[src/rtl/id_branch_front_if.sv]
// Pipeline link between two stages: the producer drives valid/bus and the
// consumer answers with allowin.
interface id_branch_front_if #(
    parameter int WD = 71
);
    logic          valid;
    logic          allowin;
    logic [WD-1:0] bus;

    modport master (
        output valid,
        output bus,
        input  allowin
    );

    modport slave (
        input  valid,
        input  bus,
        output allowin
    );
endinterface

[src/rtl/id_branch_front.sv]
// ID-stage front end: IF/ID register, fetch/EXE handshake, and in-ID
// resolution of MIPS branches and jumps returned to fetch over br_bus.
module id_branch_front #(
    parameter int FS_TO_DS_BUS_WD = 71,
    parameter int BR_BUS_WD       = 35,
    parameter int DS_TO_ES_BUS_WD = 71
) (
    input  logic                 clk,
    input  logic                 reset,
    input  logic                 flush,
    id_branch_front_if.slave     fs_link,
    id_branch_front_if.master    es_link,
    output logic [4:0]           rs_addr,
    output logic [4:0]           rt_addr,
    input  logic [31:0]          rs_value,
    input  logic [31:0]          rt_value,
    input  logic                 es_valid,
    input  logic                 es_is_load,
    input  logic [4:0]           es_dest,
    output logic [BR_BUS_WD-1:0] br_bus
);

    logic                       ds_valid;
    logic [DS_TO_ES_BUS_WD-1:0] ds_bus;
    logic [FS_TO_DS_BUS_WD-1:0] fs_bus;
    logic                       ds_allowin;
    logic                       ds_ready_go;

    logic [31:0] inst;
    logic [31:0] pc;
    logic        ex;
    logic [5:0]  op;
    logic [4:0]  rt_field;
    logic [5:0]  funct;
    logic [15:0] imm;

    logic is_beq, is_bne, is_blez, is_bgtz, is_regimm, is_bgez, is_bltz;
    logic is_j, is_jr, dec_hit, is_branch, use_rs, use_rt;
    logic rs_eq_rt, rs_neg, rs_zero;
    logic cond_true;

    logic [31:0] seq_pc;
    logic [31:0] br_offset;
    logic [31:0] b_target;
    logic [31:0] j_target;
    logic [31:0] calc_target;

    logic        br_stall;
    logic        br_taken;
    logic [31:0] br_target;

    assign fs_bus   = fs_link.bus;
    assign inst     = ds_bus[63:32];
    assign pc       = ds_bus[31:0];
    assign ex       = ds_bus[70];
    assign op       = inst[31:26];
    assign rt_field = inst[20:16];
    assign funct    = inst[5:0];
    assign imm      = inst[15:0];
    assign rs_addr  = inst[25:21];
    assign rt_addr  = inst[20:16];

    assign is_beq    = (op == 6'b000100);
    assign is_bne    = (op == 6'b000101);
    assign is_blez   = (op == 6'b000110);
    assign is_bgtz   = (op == 6'b000111);
    assign is_regimm = (op == 6'b000001);
    assign is_bgez   = is_regimm && (rt_field == 5'b00001 || rt_field == 5'b10001);
    assign is_bltz   = is_regimm && (rt_field == 5'b00000 || rt_field == 5'b10000);
    assign is_j      = (op == 6'b000010) || (op == 6'b000011);
    assign is_jr     = (op == 6'b000000) && (funct == 6'b001000 || funct == 6'b001001);

    assign dec_hit = is_beq | is_bne | is_blez | is_bgtz | is_bgez | is_bltz | is_j | is_jr;

    // A bundle that already carries a fetch exception must never redirect fetch.
    assign is_branch = dec_hit && ds_valid && !ex;

    assign use_rs = is_beq | is_bne | is_blez | is_bgtz | is_bgez | is_bltz | is_jr;
    assign use_rt = is_beq | is_bne;

    assign rs_eq_rt = (rs_value == rt_value);
    assign rs_neg   = rs_value[31];
    assign rs_zero  = (rs_value == 32'd0);

    assign seq_pc    = pc + 32'd4;
    assign br_offset = {{14{imm[15]}}, imm, 2'b00};
    assign b_target  = seq_pc + br_offset;
    assign j_target  = {seq_pc[31:28], inst[25:0], 2'b00};

    always_comb begin
        cond_true   = 1'b0;
        calc_target = b_target;
        if (is_beq) begin
            cond_true = rs_eq_rt;
        end else if (is_bne) begin
            cond_true = !rs_eq_rt;
        end else if (is_blez) begin
            cond_true = rs_neg || rs_zero;
        end else if (is_bgtz) begin
            cond_true = !rs_neg && !rs_zero;
        end else if (is_bgez) begin
            cond_true = !rs_neg;
        end else if (is_bltz) begin
            cond_true = rs_neg;
        end else if (is_j) begin
            cond_true   = 1'b1;
            calc_target = j_target;
        end else if (is_jr) begin
            cond_true   = 1'b1;
            calc_target = rs_value;
        end
    end

    // Load result is not forwardable yet; $0 is hard-wired and never waits.
    assign br_stall = is_branch && es_valid && es_is_load && (es_dest != 5'd0) &&
                      ((use_rs && es_dest == rs_addr) || (use_rt && es_dest == rt_addr));

    assign br_taken  = is_branch && cond_true && !br_stall && !flush;
    assign br_target = br_taken ? calc_target : 32'd0;
    assign br_bus    = {is_branch, br_stall, br_taken, br_target};

    assign ds_ready_go    = !br_stall;
    assign ds_allowin     = !ds_valid || (ds_ready_go && es_link.allowin);
    assign fs_link.allowin = ds_allowin;
    assign es_link.valid  = ds_valid && ds_ready_go && !flush;
    assign es_link.bus    = ds_bus;

    always_ff @(posedge clk) begin
        if (reset) begin
            ds_valid <= 1'b0;
            ds_bus   <= '0;
        end else if (flush) begin
            ds_valid <= 1'b0;
        end else if (ds_allowin) begin
            ds_valid <= fs_link.valid;
            if (fs_link.valid) begin
                ds_bus <= fs_bus;
            end
        end
    end

endmodule

[src/flat_wrapper.sv]
// flat-port wrapper written by rule: the top's interface ports become plain ports
module id_branch_front_flat 
#(
    parameter int FS_TO_DS_BUS_WD = 71,
    parameter int BR_BUS_WD       = 35,
    parameter int DS_TO_ES_BUS_WD = 71
)
  (clk, reset, flush, rs_addr, rt_addr, rs_value, rt_value, es_valid, es_is_load, es_dest, br_bus, fs_link_valid, fs_link_bus, fs_link_allowin, es_link_valid, es_link_bus, es_link_allowin);
  id_branch_front_if #(.WD(71)) fs_link_i ();
  id_branch_front_if #(.WD(71)) es_link_i ();
  input  logic clk;
  input  logic reset;
  input  logic flush;
  output logic [4:0] rs_addr;
  output logic [4:0] rt_addr;
  input  logic [31:0] rs_value;
  input  logic [31:0] rt_value;
  input  logic es_valid;
  input  logic es_is_load;
  input  logic [4:0] es_dest;
  output logic [BR_BUS_WD-1:0] br_bus;
  input wire logic [$bits(fs_link_i.valid)-1:0] fs_link_valid;
  input wire logic [$bits(fs_link_i.bus)-1:0] fs_link_bus;
  output wire logic [$bits(fs_link_i.allowin)-1:0] fs_link_allowin;
  output wire logic [$bits(es_link_i.valid)-1:0] es_link_valid;
  output wire logic [$bits(es_link_i.bus)-1:0] es_link_bus;
  input wire logic [$bits(es_link_i.allowin)-1:0] es_link_allowin;
  assign fs_link_i.valid = fs_link_valid;
  assign fs_link_i.bus = fs_link_bus;
  assign fs_link_allowin = fs_link_i.allowin;
  assign es_link_valid = es_link_i.valid;
  assign es_link_bus = es_link_i.bus;
  assign es_link_i.allowin = es_link_allowin;
  id_branch_front #(.FS_TO_DS_BUS_WD(FS_TO_DS_BUS_WD), .BR_BUS_WD(BR_BUS_WD), .DS_TO_ES_BUS_WD(DS_TO_ES_BUS_WD)) u_core (.clk(clk), .reset(reset), .flush(flush), .fs_link(fs_link_i), .es_link(es_link_i), .rs_addr(rs_addr), .rt_addr(rt_addr), .rs_value(rs_value), .rt_value(rt_value), .es_valid(es_valid), .es_is_load(es_is_load), .es_dest(es_dest), .br_bus(br_bus));
endmodule
[config.mk]
export PLATFORM = sky130hd
export DESIGN_NAME = id_branch_front_flat
export DESIGN_NICKNAME = d
export VERILOG_FILES = /design/src/rtl/id_branch_front_if.sv /design/src/rtl/id_branch_front.sv /design/src/flat_wrapper.sv
export SDC_FILE = /design/constraint.sdc
export NUM_CORES = 1
export LEC_CHECK = 0
export BUFFER_PORTS_ARGS = -buffer_cell sky130_fd_sc_hd__buf_4
export CAP_MARGIN = 20
export CORE_UTILIZATION = 45
export DETAILED_ROUTE_END_ITERATION = 7
export HOLD_SLACK_MARGIN = 0.08
export PLACE_DENSITY = 0.79
export SYNTH_ARGS = -nofsm -noshare
export SYNTH_HDL_FRONTEND = slang
export SYNTH_SLANG_ARGS = --single-unit
[constraint.sdc]
create_clock -name clk -period 4.1 [get_ports clk]
set_clock_uncertainty 0.05 [all_clocks]
set_input_delay 0.82 -clock clk [delete_from_list [all_inputs] [get_ports clk]]
set_output_delay 0.82 -clock clk [all_outputs]
set_load 0.005 [all_outputs]
==> flow_summary.ini <==
[clock_tree]
cts.sinks = 72
cts_tree = done
cts_hold_buf = 0
cts_max_path_buffers = 2
h-tree-depth = 3
clk_latency_ps = 360
clk_pin_slew_worst_paths_ps = 60
root_buffer = clkbuf_16
cts_buffers = 9

[pwr]
power_switching_uw = 765.7
internal_power_uw = 1657
swShare_pct = 31.61
irDropWorstVdd_mv = 0.3136
p_per_area_nw_per_um2 = 226.0
seqPwrFrac_pct = 32.5
pwr-share-clk_pct = 35.3
combPwrFrac_pct = 32.2
power_leakage_uw = 0.004971

[setup_path]
r2r_slack_ps = 1100
r2r_cells = 9
timing.rr.end = u_core.es_link.bus[13]
crit_family = compound AO/OA/AOI/OAI gates
cpPeakStageDelay_ps = 340
cp-start-kind = flip-flop
crit_buf_inv = 1
reg2reg_from = u_core.es_link.bus[36]
cp.arrival_ps = 4030
path_depth = 15
endpoint_kind = primary output
critical_path_class = reg2out
slowest_stage = dfxtp_2
cp_cell_sequence = and4_4 > nand3_4 > nor2_4 > nand4_1 > xnor2_2 > ha_4 > a21o_1 > o21bai_4 > a31oi_4 > o31ai_4 > or2_4 > a311oi_2 > xor2_1 > a211oi_2 > buf_4
crit_fanout = 5
required_ps = 3230

[placement]
hpwlAfterDp_um = 19080
pre_cts_ws_ps = -280.2
gp_congestion = 0.9779
io_buffers = 264

[final_layout]
multi_input_area_um2 = 5478
drive_gt1_share_pct = 49.36
fillers = 821
finalNetCount = 1350
syn_to_final_growth_pct = 71.18
regArea_um2 = 1463

[timing]
grt_setup_unrepaired = true
worst_slew_pin_slew_ps = 830.5
setup_slack_ps = -795.5
finalSetupViolations = 31
finalSetupTns_ps = -10260
slew_headroom_pct = 44.47
min_period_ps = 4895
fmaxAchievable_mhz = 204.3
hold_viol = 0
fin_crit_sh_pct = 119.4
maxSlewViolCount = 0

[grt]
grt_pass1_vias = 7712
grt_usage_pct = 35.93
grt_max_degree = 73
overflow = 0
grt_pass1_wl_um = 40550
antenna_found_initial = 1

[outcome]
status = complete, but fails checks
violations = negative setup slack

[yosys]
ys_warn_count = 0
yosysUniqueCellTypes = 58
synth-seq-cells = 72
synth_edf_count = 0
synth_ff_type = dfxtp_1
syn_nets = 979
postSynthCellCount = 796
avgSynthCellArea_um2 = 7.866
ys_seq_area_share_pct = 23.02
async_flop_share_pct = 0
syn-cell-area_um2 = 6261

[die]
rows = 42
core_area_um2 = 13400
start_util_pct = 46.72
fp.dieW_um = 120.0
ios = 265
die-area_um2 = 14390
die_h_um = 120.0

[detailed_routing]
routed_via_density = 6.253
drtAntennaViolNets = 0
drcViolationCount = 0
vias = 8429
wirelength_um = 30850
drtIter0Drc = 938
wire_per_inst_um = 22.89
drt_pass1_iterations = 7

[hold_path]
hp-start = u_core.es_link.bus[68]
min_path_type = reg2reg
min_to = u_core.es_link.bus[68]
min_path_cells = 2

[run]
drv_cap = 0
timing repair:
item,4_1_cts,5_1_grt
setup endpoints to repair,19,32
gates resized for setup,115,94
setup buffers,26,14
pin swaps,67,54
power groups by stage:
stage	sequential [uW]	combinational (uW)	clock [uW]
floorplan	790	298	0
detailed placement	793	634	0
global placement	792	626	0
global route	790	818	890
CTS	780	683	856
finish	787	781	854
synth_stat cells, types with 7 or more instances:
cell type	n	area [um^2]
a311oi_1	13	113.9
xor2_1	53	464.2
a21o_1	11	82.58
and3_1	15	93.84
nor4_1	19	118.9
buf_4	14	105.1
nand4_1	18	112.6
ha_1	35	437.9
o21bai_1	7	52.55
mux2i_1	73	730.7
nand3_1	24	120.1
a211oi_1	11	82.58
clkbuf_1	25	93.84
o22ai_1	10	62.56
a21oi_1	37	185.2
inv_1	14	52.55
dfxtp_1	72	1441
xnor2_1	40	350.3
nor3_1	12	60.06
nor2_1	121	454.2
buf_6	8	90.09
o21ai_0	24	120.1
nand2_1	64	240.2
state kept, by name, indices dropped and copies added (netlist names):
signal,count
u_core.ds_valid,1
u_core.es_link.bus,71
worst reg2reg max path, stage by stage, from the launching register on:
cell	delay [ps]
dfxtp_1	580
nor2_1	250
a21oi_1	280
o21bai_1	140
a21oi_1	220
o21ai_2	120
a21oi_4	470
buf_12	290
mux2i_1	350
nor2_1	80
cell usage in the layout, fill, tap and decap left out, types with 12 or more instances in the layout:
master   Yosys  layout
mux2i_1     73      73
nor4_1      19      14
nand3_1     24      13
buf_6        8      12
nor2_1     121     113
xnor2_1     40      26
a21oi_1     37      22
buf_4       14     395
nand2_1     64      54
and3_1      15      12
ha_1        35      25
xor2_1      53      49
inv_1       14      13
dfxtp_1     72      61
nand4_1     18      18
metrics by stage:
step,cells,area [um^2],power [uW],hold slack [ps],utilization [%]
floorplan,796,6297,1088,435.0,-
global placement,1293,9056,1418,426.5,67.58
detailed placement,1293,9056,1428,431.9,67.58
CTS,1333,10060,2319,447.4,75.05
global route,1348,10720,2498,486.9,79.98
finish,1348,10720,2422,444.1,79.98
layer usage:
layer	up-vias	global-route usage [%]	wire (um)
met1	3952	42.55	11160
li1	3594	-	-
met4	0	17.66	2335
met5	-	0	0
met2	666	60.99	14280
met3	217	7.795	3075
layout make-up:
type | count | area share [%]
repair buffers | 411 | 29.68
well taps | 176 | 2.055
inverters | 14 | 0.5137
flip-flops and latches | 72 | 13.65
multi-input cells | 659 | 51.11
clock buffers | 9 | 2.101
diodes | 1 | 0.02335
clock inverters | 6 | 0.8756
worst max-delay path by stage:
stage,start,end
finish,u_core.es_link.bus[9],br_bus[27]
global route,u_core.es_link.bus[9],br_bus[27]
floorplan,u_core.es_link.bus[4],br_bus[24]
CTS,u_core.es_link.bus[8],br_bus[29]
global placement,u_core.es_link.bus[2],br_bus[25]
detailed placement,u_core.es_link.bus[15],br_bus[28]
cell families after synthesis:
group	after synthesis	synth area share (%)
and+or+nand+nor	309	23.48
AOI/OAI and AO/OA	148	15.75
xor gates and xnor gates	93	13.01
muxes	73	11.67
buffers and inverters	65	5.755
adders and majority gates	36	7.314
DFF	72	23.02
Power figures use the tool's default switching activity.
